`src/rtl/microprogram_io_peripheral.sv`:
```
// I/O responder for the microprogrammed CPU's byte-wide IN/OUT ports.
// A host-loaded input FIFO feeds operands to the CPU's IN port. Every change
// seen on the CPU's OUT port is pushed into an output FIFO that the host drains.
// The same change also acknowledges the current operand, so IN advances.
// Ports:
//   clock, reset        - clock; synchronous active-low reset
//   cpu_out / cpu_in    - CPU OUT (captured) / CPU IN (input FIFO head)
//   in_valid            - cpu_in holds a queued operand
//   host_wr_en/_data    - push an operand into the input FIFO
//   host_full           - input FIFO is full
//   host_rd_en          - pop the output FIFO
//   host_rd_data        - output FIFO head (0 when empty)
//   host_empty          - output FIFO is empty
//   out_count           - output FIFO occupancy
//   overflow            - sticky: a CPU result was dropped
module microprogram_io_peripheral #(
  parameter int unsigned DW    = 8,
  parameter int unsigned DEPTH = 8,
  parameter int unsigned AW    = 3
) (
  input  logic          clock,
  input  logic          reset,
  input  logic [DW-1:0] cpu_out,
  output logic [DW-1:0] cpu_in,
  output logic          in_valid,
  input  logic          host_wr_en,
  input  logic [DW-1:0] host_wr_data,
  output logic          host_full,
  input  logic          host_rd_en,
  output logic [DW-1:0] host_rd_data,
  output logic          host_empty,
  output logic [AW:0]   out_count,
  output logic          overflow
);

  localparam logic [AW:0] FULL_CNT = (AW+1)'(DEPTH);

  logic [DW-1:0] imem [DEPTH];
  logic [DW-1:0] omem [DEPTH];
  logic [AW-1:0] iwr_ptr, ird_ptr, owr_ptr, ord_ptr;
  logic [AW:0]   icount, ocount;
  logic [DW-1:0] last_out;

  logic evt, in_wr, in_pop, out_rd, out_push, out_drop;

  // Change detector and FIFO handshake decisions, all from pre-edge state.
  always_comb begin
    evt      = (cpu_out != last_out);
    in_wr    = host_wr_en && (icount != FULL_CNT);
    in_pop   = evt && (icount != '0);
    out_rd   = host_rd_en && (ocount != '0);
    // A full output FIFO can still accept a push when the host pops the same cycle.
    out_push = evt && ((ocount != FULL_CNT) || out_rd);
    out_drop = evt && !out_push;
  end

  // State update; reset overrides every simultaneous enable.
  always_ff @(posedge clock) begin
    if (!reset) begin
      last_out <= '0;
      iwr_ptr  <= '0;
      ird_ptr  <= '0;
      icount   <= '0;
      owr_ptr  <= '0;
      ord_ptr  <= '0;
      ocount   <= '0;
      overflow <= 1'b0;
    end else begin
      last_out <= cpu_out;

      if (in_wr) begin
        imem[iwr_ptr] <= host_wr_data;
        iwr_ptr       <= iwr_ptr + AW'(1);
      end
      if (in_pop) begin
        ird_ptr <= ird_ptr + AW'(1);
      end
      if (in_wr && !in_pop) begin
        icount <= icount + (AW+1)'(1);
      end else if (!in_wr && in_pop) begin
        icount <= icount - (AW+1)'(1);
      end

      if (out_push) begin
        omem[owr_ptr] <= cpu_out;
        owr_ptr       <= owr_ptr + AW'(1);
      end
      if (out_rd) begin
        ord_ptr <= ord_ptr + AW'(1);
      end
      if (out_push && !out_rd) begin
        ocount <= ocount + (AW+1)'(1);
      end else if (!out_push && out_rd) begin
        ocount <= ocount - (AW+1)'(1);
      end

      if (out_drop) begin
        overflow <= 1'b1;
      end
    end
  end

  // Host/CPU-facing views, combinational from state only.
  always_comb begin
    in_valid     = (icount != '0);
    cpu_in       = in_valid ? imem[ird_ptr] : '0;
    host_full    = (icount == FULL_CNT);
    host_empty   = (ocount == '0);
    host_rd_data = host_empty ? '0 : omem[ord_ptr];
    out_count    = ocount;
  end

endmodule

```
`config.mk`:
```
export PLATFORM = sky130hd
export DESIGN_NAME = microprogram_io_peripheral
export DESIGN_NICKNAME = d
export VERILOG_FILES = /design/src/rtl/microprogram_io_peripheral.sv
export SDC_FILE = /design/constraint.sdc
export NUM_CORES = 1
export LEC_CHECK = 0
export ABC_AREA = 1
export CAP_MARGIN = 20
export CORE_UTILIZATION = 40
export DETAILED_ROUTE_END_ITERATION = 6
export GPL_TIMING_DRIVEN = 0
export PLACE_DENSITY = 0.6
export SYNTH_ARGS = -nofsm -noshare
export SYNTH_HDL_FRONTEND = slang
export SYNTH_SLANG_ARGS = --single-unit
export TNS_END_PERCENT = 10
```
`constraint.sdc`:
```
create_clock -name clock -period 2.2 [get_ports clock]
set_input_delay 0.66 -clock clock [delete_from_list [all_inputs] [get_ports clock]]
set_output_delay 0.66 -clock clock [all_outputs]
set_load 0.02 [all_outputs]
```
======== Word-level counts from Yosys, hierarchy flattened ========
Memories as Yosys holds them, arrays and structs flattened. A register that Yosys moved wholly into a read port is not among the register bits.
Cells that the tools add are included.
word-level totals
  flip-flop bits (word level) ............. 29
  bits in writable memories ............... 128
  memories kept ........................... 2
operators by class
  add/sub/neg operators ................... 8
  equality and inequality tests ........... 4
  mux-type cells .......................... 16
  reductions and logical operators ........ 19
memory list
  name  words  width  rd ports  clocked after memory_dff  wr ports  line  RTL
  imem  8      8      1         1                         1         38    logic [DW-1:0] imem [DEPTH];
  omem  8      8      1         1                         1         39    logic [DW-1:0] omem [DEPTH];
operators by type and width
  cell                                                                count
  4-bit two-way mux                                                   4
  8-bit two-way mux                                                   2
  3-bit by 1-bit adder with 3-bit output, second input constant       4
  3-bit two-way mux                                                   4
  1-bit logical AND                                                   9
  4-bit by 1-bit adder with 4-bit output, second input constant       2
  4-bit != test, second input constant                                2
  8-bit != test                                                       1
  4-bit nonzero test                                                  2
  4-bit by 1-bit subtractor with 4-bit output, second input constant  2
  1-bit two-way mux                                                   6
  4-bit equality test, second input constant                          1
  1-bit zero test                                                     4
  4-bit zero test                                                     1
  2-bit nonzero test                                                  2
  1-bit logical OR                                                    1

======== Longest topological paths before layout ========
Gate-level depths: netlist (run 1).
  depth in word-level cells ............... 8
  gate-level depth with buffers ........... 17

======== Worst setup path before layout (run 1) ========
Ideal clock, no wire load.
  path kind ............................... in2reg
  from .................................... in cpu_out[0]
  to ...................................... reg icount[3]
  setup time .............................. 0.070 ns
  arrival time ............................ 2.235 ns
  data required time ...................... 2.130 ns
  setup slack ............................. -0.105 ns
  stages on the path ...................... 13
  cell sequence ........................... xnor2_1 nand2_1 nor2_2 nand2_2 buf_6 nand2_1 ha_1 inv_1 ha_1 o21ai_0 xor2_1 nand2_1 a21oi_1
between the ends
  cells in the longest elaborated chain, start to end .. 5
  elaborated cells on any way between the ends .. 7
  those cells by class .................... eq/ne (1); mux (1); reduce/logical (5)
RTL lines
  item                                                     line  RTL
  start: declaration                                       23    input logic [DW-1:0] cpu_out,
  8-bit != test (*)                                        48    evt = (cpu_out != last_out);
  1-bit logical AND (*)                                    50    in_pop = evt && (icount != '0);
  1-bit zero test                                          78    if (in_wr && !in_pop) begin
  1-bit logical AND                                        78
  4-bit two-way mux or 2-bit nonzero test (tied branches)  --
  end signal: assignment                                   79    icount <= icount + (AW+1)'(1);
  end signal: assignment                                   81    icount <= icount - (AW+1)'(1);
  end: declaration                                         41    logic [AW:0] icount, ocount;
Every way passes the cells marked *; elsewhere a longest branch is shown, timed or not.
A chain may end at the register's enable or synchronous reset.

==> reports/results.txt, run 1 <==
Leakage -> 0.003372 uW
Bufs and invs on worst path -> 3
DR vias/cell -> 4.954
CTS tree -> done
CTS root buffer -> clkbuf_16
Via count of the routed design -> 4,533
Clock transition at path regs -> 70 ps
Max stage delay on crit path -> 340 ps
Number of global-route vias before repair -> 4,435
DRT Pass-1 Iters -> 4
Area growth syn-to-layout -> 30.22%
CP Launch Type -> flip-flop
Crit path arrival time -> 1780 ps
Layout filler cell count -> 1,387
Status -> finished, violations left
CP Max Fanout -> 8
DRT iter0 DRCs -> 289
First-pass GRT wire length -> 22,740 um
Endpoint type of the worst setup path -> output port
Hold WC Path Type -> reg -> reg
Total track usage -> 0.1691
Yosys top cell area share -> 0.5647
Register bit total from synthesis -> 163
Clock buffer depth -> 2
Max H-tree Level -> 4
Post-Syn Instances -> 603
Endpoints failing setup -> 16
Slowest CP cell -> dfxtp_2
Clock sinks -> 163
Synth area leaders -> edfxtp_1, dfxtp_1, nor2_1, o21ai_0, nand2_1
Routed WL -> 14,750 um
Crit path kind -> reg -> out
Synth Net Count -> 635
Die W -> 132.4 um
RSZ-0062 raised after global routing -> yes
Critical Path RT -> 1540 ps
Wire per inst -> 16.12 um
Failing checks -> negative setup slack
Core outline area -> 16,580 sq um
MaxCap Viol Count -> 0
Synth cell types -> 27
Detailed placement HPWL -> 9322 um
Delay-heaviest family, CP -> buffers and inverters
Clock latency on the worst-skew pair -> 420 ps
Total power -> 10,930 uW
Register area share after synthesis -> 0.6676
Max rail drop VDD -> 0.7008 mV
Crit share post-route -> 1.111
Final Core Density -> 0.5345
Critical path, cell by cell -> buf_12, buf_8, o21ai_0, o21ai_2, o21ai_1, nor2_1, buf_4
Clk_skew -> 7.744 ps
Worst Setup Slack, final -> -244.7 ps
Ys Warns -> 0
PwrDens -> 1233 nW/um^2
IO buf count -> 42
RD Place Congestion -> 0.8266
Total CTS buffers -> 17
Worst slew margin -> 0.4754
Initial Utilization -> 0.4104
Largest net degree at the start of global routing -> 18
Final nets -> 714
Hold Vio Cnt, Final -> 0
Least-Margin Pin Slew -> 784.0 ps
Row Count -> 47
Cell area after synthesis -> 6807 sq um
Residual DRC -> 0
Antenna-violating nets left -> 0
Grt ovf -> 0
Die Area -> 17,540 sq um
Ratio of cells with drive above 1 in the final layout -> 0.2820
Clock period minus worst slack -> 2445 ps
Die H -> 132.4 um
Yosys top cell by area -> edfxtp_1
Synth Area per Inst -> 11.29 sq um
Antenna diodes -> 0
CTS Hold Bufs -> 0
Fmax -> 409.0 MHz
IO Count -> 44
Max-slew violations -> 0
Antenna violations before repair -> 0
[cell usage after synthesis]
cell        n
a31oi_1     1
nor2_1    129
nor3_1      4
o21ai_0    84
xor2_1      6
edfxtp_1  128
xnor2_1     5
nand2_1    52
ha_1       10
o21ai_1     9
buf_4       4
fa_1        2
nand3_2     5
mux2i_1    16
nand3_1     5
nor2_2      3
dfxtp_1    35
clkbuf_1    1
inv_1      44
buf_1       1
buf_6       9
nand2_2     3
inv_2       3
o22ai_1    16
nand4_1     1
a21oi_1    17
buf_2      10
[what timing repair did]
| action | in CTS | in global routing |
|---|---|---|
| setup buffers | 1 | 9 |
| pin swaps | 16 | 47 |
| resized for setup | 195 | 146 |
| gates cloned | 4 | 4 |
| setup endpoints to repair | 105 | 112 |
[metrics by stage]
step | setup slack, ps | hold slack, ps | cell area, sq um | setup TNS [ps] | std cells
2_1_floorplan | -4.950 | 433.1 | 6832 | -4.950 | 603
3_3_place_gp | -961.8 | 449.5 | 7527 | -101860 | 865
3_5_place_dp | -1026 | 453.9 | 7555 | -96520 | 869
4_1_cts | -284.2 | 457.4 | 8369 | -3603 | 904
5_1_grt | -302.8 | 434.3 | 8864 | -4334 | 915
6_report | -244.7 | 446.3 | 8864 | -2742 | 915
[final cells by class]
class,count,area (sq um),share of cell area
Tap cell,220,275.3,0.03106
Clock buffer,17,425.4,0.04800
Timing Repair Buffer,63,705.7,0.07962
Inverter,47,206.4,0.02329
Sequential cell,163,4559,0.5144
Clock inverter,15,176.4,0.01990
Buffer,22,277.8,0.03134
Multi-Input combinational cell,368,2237,0.2524
[cells by family after synthesis]
family	count (synthesis)	share of synthesized area
XOR/XNOR	11	0.01415
AO/OA/AOI/OAI	127	0.09651
buffers and inverters	72	0.05368
multiplexers	16	0.02353
AND/OR/NAND/NOR	202	0.1202
adder cells (fa/ha/maj)	12	0.02426
flip-flops	163	0.6676
[layout by cell type, fill, tap and decap left out, types with 21 or more instances in the layout]
master,n
edfxtp_1,128
nor2_1,103
nand2_1,46
o21ai_1,43
inv_1,39
o21ai_0,37
buf_4,30
nor2_2,25
dfxtp_1,25
clkbuf_16,21
[flip-flops by register name, summed over array words and instances, names as in the netlist, named ones only]
| register | flops |
|---|---|
| imem | 64 |
| last_out | 8 |
| omem | 64 |
| iwr_ptr | 3 |
| ird_ptr | 3 |
| ord_ptr | 3 |
| icount | 4 |
| out_count | 4 |
| overflow | 1 |
| owr_ptr | 3 |
[tightest hold or removal path, delay by kind of cell (launching register included)]
kind	cells	cell delay, ps
buffers and inverters	1	50
DFF	1	310
AOI/OAI and AO/OA	1	60
[metal layers]
| metal | global-route usage | up-vias | wire length [um] |
|---|---|---|---|
| met5 | 0 | - | 0 |
| met4 | 0.06322 | 0 | 132 |
| met3 | 0.03372 | 11 | 583 |
| met2 | 0.2801 | 109 | 7346 |
| met1 | 0.2197 | 2166 | 6686 |
| li1 | - | 2247 | - |
[final timing paths]
kind,start,slack [ps],endpoint,cells past startpoint
min,ord_ptr[2],450,flip-flop,2
max,flip-flop,-240,cpu_in[7],7
max reg2reg,last_out[6],80,icount[3],16
min reg2reg,ord_ptr[2],450,flip-flop,2
[report_power, final]
group	internal, uW	switching, uW	leakage (uW)
sequential	3590	213	0.00145
clock	1730	1300	0.000298
combinational	1840	2260	0.00162
total	7160	3770	0.00337
(Power assumes the default switching activity.)
==> run 2, diff against run 1 <==
--- a/config.mk
+++ b/config.mk
@@ -7,6 +7,7 @@
 export LEC_CHECK = 0
 export ABC_AREA = 1
 export CAP_MARGIN = 20
+export CORE_ASPECT_RATIO = 0.75
 export CORE_UTILIZATION = 40
 export DETAILED_ROUTE_END_ITERATION = 6
 export GPL_TIMING_DRIVEN = 0
==> run 2 against run 1 <==
The flow finishes with violations (design-rule violations, negative setup slack). Combinational power is 12% lower. Critical path depth is 1 lower. Via count hardly changed. Worst setup slack better by 48 ps. Utilization down 1.9 points. Count of clock-buffer cells in the layout rose by 1. Wire length rose by 3.5%. Final cell count down 2.3%.
==> reports/results.txt, run 2 (synthesis results as in run 1) <==
Die H -> 115.0 um (was 132.4 um)
Final nets -> 703 (was 714)
Clock sinks -> 163 (unchanged)
Residual DRC -> 1 (was 0)
Clock latency on the worst-skew pair -> 430 ps (was 420 ps)
DRT iter0 DRCs -> 320 (was 289)
Max rail drop VDD -> 0.5960 mV (was 0.7008 mV)
DP Area -> 7540 sq um (was 7555 sq um)
Via count of the routed design -> 4,534 (was 4,533)
RD Place Congestion -> 0.8221 (was 0.8266)
Antenna violations before repair -> 0 (unchanged)
DRT Pass-1 Iters -> 7 (was 4)
Failing checks -> design-rule violations, negative setup slack (was negative setup slack)
CP Max Fanout -> 7 (was 8)
Detailed placement HPWL -> 9971 um (was 9322 um)
MaxCap Viol Count -> 0 (unchanged)
IO buf count -> 42 (unchanged)
Number of global-route vias before repair -> 4,450 (was 4,435)
Antenna-violating nets left -> 0 (unchanged)
CP Launch Type -> flip-flop (unchanged)
Hold WC Path Type -> reg -> reg (unchanged)
Biggest regs -> imem (64), omem (64), last_out (8) (unchanged)
Fmax -> 417.2 MHz (was 409.0 MHz)
CTS Hold Bufs -> 0 (unchanged)
Crit path kind -> reg -> out (unchanged)
Endpoint type of the worst setup path -> output port (unchanged)
Grt ovf -> 0 (unchanged)
Endpoints failing setup -> 16 (unchanged)
Total power -> 10,250 uW (was 10,930 uW)
Clock transition at path regs -> 60 ps (was 70 ps)
Total track usage -> 0.1817 (was 0.1691)
Clk_skew -> 13.16 ps (was 7.744 ps)
RSZ-0062 raised after global routing -> yes (unchanged)
Wire per inst -> 17.07 um (was 16.12 um)
DR vias/cell -> 5.072 (was 4.954)
DR top layer -> met4 (unchanged)
CTS tree -> done (unchanged)
Crit path arrival time -> 1740 ps (was 1780 ps)
Status -> finished, violations left (unchanged)
Met2 wire len -> 6924 um (was 7346 um)
PwrDens -> 1219 nW/um^2 (was 1233 nW/um^2)
Die W -> 152.6 um (was 132.4 um)
Max H-tree Level -> 4 (unchanged)
Antenna diodes -> 0 (unchanged)
Leakage -> 0.003194 uW (was 0.003372 uW)
First-pass GRT wire length -> 23,930 um (was 22,740 um)
Routed WL -> 15,260 um (was 14,750 um)
DRT met1 WL -> 7431 um (was 6686 um)
Hold Vio Cnt, Final -> 0 (unchanged)
Core outline area -> 16,320 sq um (was 16,580 sq um)
Setup_tns -> -2457 ps (was -2742 ps)
Crit share post-route -> 1.090 (was 1.111)
Clock buffer depth -> 2 (unchanged)
Commonest non-fill, non-tap cell in the layout -> edfxtp_1 (unchanged)
WL met3 -> 725 um (was 583 um)
Worst slew margin -> 0.6291 (was 0.4754)
Worst Setup Slack, final -> -197.1 ps (was -244.7 ps)
IO Count -> 44 (unchanged)
Total CTS buffers -> 17 (unchanged)
Die Area -> 17,550 sq um (was 17,540 sq um)
Max-slew violations -> 0 (unchanged)
Largest net degree at the start of global routing -> 17 (was 18)
Initial Utilization -> 0.4172 (was 0.4104)
Area growth syn-to-layout -> 23.46% (was 30.22%)
Least-Margin Pin Slew -> 555.7 ps (was 784.0 ps)
Post-Place Setup Slack -> -1039 ps (was -1026 ps)
CTS root buffer -> clkbuf_16 (unchanged)
Critical Path RT -> 1540 ps (about the same)
Most frequent cells in the layout -> edfxtp_1, nor2_1, nand2_1, o21ai_0, inv_1 (was edfxtp_1, nor2_1, nand2_1, o21ai_1, inv_1)
Ratio of cells with drive above 1 in the final layout -> 0.2310 (was 0.2820)
Row Count -> 40 (was 47)
Clock period minus worst slack -> 2397 ps (was 2445 ps)
Final instance area -> 8403 sq um (was 8864 sq um)
[run 2: layer usage]
metal,vias up,GRT usage
met4,0,0.06465
met1,2215,0.2581
met3,11,0.03732
li1,2216,-
met2,92,0.2780
met5,-,0
[run 2: worst max-delay path, cell delays in order (launching register included)]
cell	delay [ps]
dfxtp_4	440
buf_12	150
mux2i_2	220
o22ai_1	100
nor2_1	170
nor2_1	80
buf_4	160
[run 2: final timing paths]
check	startpoint	endpoint	slack (ps)	cells past startpoint
hold reg to reg	ord_ptr[2]	flip-flop	470	2
hold / removal	ord_ptr[2]	flip-flop	470	2
setup reg to reg	last_out[3]	icount[3]	100	15
setup / recovery	flip-flop	host_rd_data[2]	-200	6
[run 2: area by class of cell]
type | count | area (sq um)
fill | 1401 | 7913
sequential | 163 | 4556
multi-input combinational | 368 | 2128
timing repair buffer | 52 | 456.7
clock buffer | 18 | 429.2
buffer | 22 | 262.8
tap | 210 | 262.8
inverter | 47 | 181.4
clock inverter | 14 | 126.4
[run 2: per-stage QoR]
stage | hold slack, ps | util | cells
6_report | 468.3 | 0.5150 | 894
3_5_place_dp | 464.9 | 0.4621 | 859
4_1_cts | 477.4 | 0.5086 | 892
5_1_grt | 481.2 | 0.5150 | 894
3_3_place_gp | 450.3 | 0.4606 | 855
2_1_floorplan | 433.1 | - | 603
[run 2: power by group]
part	internal, uW	switching, uW
Combinational	1500	2110
Clock	1570	1250
Sequential	3590	228
Total	6660	3590
[run 2: what timing repair did]
action,in CTS,in global routing
endpoints found under the setup margin,114,124
cloned,2,1
pin swaps,16,18
buffers inserted,1,3
gates resized for setup,199,75
hold endpoints to repair,0,0
==> run 3, diff against run 2 <==
--- a/config.mk
+++ b/config.mk
@@ -12,6 +12,7 @@
 export DETAILED_ROUTE_END_ITERATION = 6
 export GPL_TIMING_DRIVEN = 0
 export PLACE_DENSITY = 0.6
+export SKIP_CTS_REPAIR_TIMING = 1
 export SYNTH_ARGS = -nofsm -noshare
 export SYNTH_HDL_FRONTEND = slang
 export SYNTH_SLANG_ARGS = --single-unit
==> run 3 against run 2 <==
The run still ends with design-rule violations, negative setup slack left. Largest cell class unchanged. Critical endpoint is now host_rd_data[1]. Clock power about the same. Flip-flop and latch count is the same. Final cell count is 0.45% higher. First-iteration DRC count decreased by 18%. Largest power group unchanged.
==> reports/results.txt, run 3 (synthesis results as in run 1) <==
Status -> finished, violations left (unchanged)
Failing checks -> design-rule violations, negative setup slack (unchanged)
Clk_skew -> 13.53 ps (was 13.16 ps)
DRT iter0 DRCs -> 263 (was 320)
Crit path arrival time -> 1780 ps (was 1740 ps)
Critical path, cell by cell -> buf_6, inv_2, buf_6, nor2_1, o21ai_1, o21ai_1, nor2_1, buf_4 (was buf_12, mux2i_2, o22ai_1, nor2_1, nor2_1, buf_4)
Core outline area -> 16,320 sq um (unchanged)
Leakage -> 0.003251 uW (was 0.003194 uW)
DRT Pass-1 Iters -> 7 (unchanged)
Max-slew violations -> 0 (unchanged)
Largest net degree at the start of global routing -> 17 (unchanged)
CTS tree -> done (unchanged)
Via count of the routed design -> 4,528 (was 4,534)
DR vias/cell -> 5.042 (was 5.072)
Delay-heaviest family, CP -> buffers and inverters (was flip-flops)
Endpoint type of the worst setup path -> output port (unchanged)
RSZ-0062 raised after global routing -> yes (unchanged)
Total track usage -> 0.1778 (was 0.1817)
Die Area -> 17,550 sq um (unchanged)
Clock buffer depth -> 2 (unchanged)
Detailed placement HPWL -> 9971 um (unchanged)
Worst slew margin -> 0.4448 (was 0.6291)
RD Place Congestion -> 0.8221 (unchanged)
Wire per inst -> 16.90 um (was 17.07 um)
Hold Vio Cnt, Final -> 0 (unchanged)
Max rail drop VDD -> 0.6740 mV (was 0.5960 mV)
Setup_tns -> -2863 ps (was -2457 ps)
Total CTS buffers -> 17 (unchanged)
Slowest CP cell -> dfxtp_2 (was dfxtp_4)
Worst Setup Slack, final -> -240.1 ps (was -197.1 ps)
Biggest regs -> imem (64), omem (64), last_out (8) (unchanged)
Ratio of cells with drive above 1 in the final layout -> 0.2238 (was 0.2310)
RR Startpoint -> last_out[3] (unchanged)
R2r endpoint -> icount[3] (unchanged)
Total power -> 10,380 uW (was 10,250 uW)
Routed WL -> 15,170 um (was 15,260 um)
Final Core Density -> 0.5189 (was 0.5150)
Clock sinks -> 163 (unchanged)
IO Count -> 44 (unchanged)
Fmax -> 409.8 MHz (was 417.2 MHz)
Clock transition at path regs -> 60 ps (about the same)
CTS root buffer -> clkbuf_16 (unchanged)
CP Max Fanout -> 10 (was 7)
Die W -> 152.6 um (unchanged)
Grt ovf -> 0 (unchanged)
IO buf count -> 42 (unchanged)
R2R Setup Slk -> 120 ps (was 100 ps)
MaxCap Viol Count -> 0 (unchanged)
Max H-tree Level -> 4 (unchanged)
Antenna-violating nets left -> 0 (unchanged)
Origin of the worst min-delay path -> cpu_out[6] (was ord_ptr[2])
First-pass GRT wire length -> 23,370 um (was 23,930 um)
Row Count -> 40 (unchanged)
Initial Utilization -> 0.4172 (unchanged)
Clock period minus worst slack -> 2440 ps (was 2397 ps)
Area growth syn-to-layout -> 24.39% (was 23.46%)
Max stage delay on crit path -> 310 ps (was 440 ps)
Final nets -> 707 (was 703)
Hold WS -> 452.6 ps (was 468.3 ps)
Bufs and invs on worst path -> 4 (was 2)
Crit path kind -> reg -> out (unchanged)
Hold WC Path Type -> in -> reg (was reg -> reg)
Hold path cells -> 1 (was 2)
Least-Margin Pin Slew -> 829.7 ps (was 555.7 ps)
Residual DRC -> 1 (unchanged)
Die H -> 115.0 um (unchanged)
Crit share post-route -> 1.109 (was 1.090)
Critical Path RT -> 1540 ps (about the same)
Endpoints failing setup -> 16 (unchanged)
CP Launch Type -> flip-flop (unchanged)
Antenna violations before repair -> 0 (unchanged)
PwrDens -> 1226 nW/um^2 (was 1219 nW/um^2)
Commonest non-fill, non-tap cell in the layout -> edfxtp_1 (unchanged)
Most frequent cells in the layout -> edfxtp_1, nor2_1, nand2_1, o21ai_0 (was edfxtp_1, nor2_1, nand2_1, o21ai_0, inv_1)
Worst Hold Endpoint -> omem[1][6]
Clock latency on the worst-skew pair -> 430 ps (about the same)
Number of global-route vias before repair -> 4,399 (was 4,450)
R2R depth -> 15 (unchanged)
Antenna diodes -> 0 (unchanged)
==> run 3: changes by cell type in the layout (fill, tap and decap cells not counted), sizes merged <==
cell	delta
buf	+2
dlygate4sd2	-2
dlymetal6s2s	+2
clkbuf	+1
clkdlybuf4s50	+1
==> run 3: layout make-up <==
| type | instances | area (sq um) |
|---|---|---|
| clock inverter | 14 | 126.4 |
| clock buffer | 18 | 429.2 |
| multi-input combinational | 368 | 2107 |
| fill | 1389 | 7849 |
| timing repair buffer | 55 | 525.5 |
| tap | 210 | 262.8 |
| sequential | 163 | 4557 |
| inverter | 47 | 186.4 |
| buffer | 23 | 272.8 |
==> run 3: how the worst max path moves through the flow <==
stage	start	end	cells past startpoint
after floorplan	cpu_out[3]	icount[3]	15
after global placement	cpu_out[4]	omem[4][2]	11
after detailed placement	cpu_out[4]	omem[5][4]	9
after CTS	flip-flop	cpu_in[0]	5
after global routing	flip-flop	host_rd_data[3]	7
final	flip-flop	host_rd_data[1]	8
==> run 3: layer usage <==
| layer | up-vias | part of all wire | wire (um) | GRT usage |
|---|---|---|---|---|
| met5 | - | 0 | 0 | 0 |
| met1 | 2190 | 0.48 | 7346 | 0.2528 |
| met4 | 0 | 0.015 | 221 | 0.06397 |
| met3 | 15 | 0.039 | 588 | 0.03845 |
| met2 | 97 | 0.46 | 7016 | 0.2697 |
| li1 | 2226 | - | - | - |
==> run 3: per-stage QoR <==
step	instances	cell area [sq um]	worst slack (ps)
4_1_cts	891	8095	-912.6
5_1_grt	898	8467	-294.1
6_report	898	8467	-240.1
3_3_place_gp	855	7515	-975.3
2_1_floorplan	603	6832	-4.950
3_5_place_dp	859	7540	-1039
==> run 3: power breakdown <==
group	switching (uW)	total (uW)	internal, uW
Sequential	205	3790	3590
Clock	1250	2820	1570
Combinational	2160	3770	1600
Total	3620	10400	6760
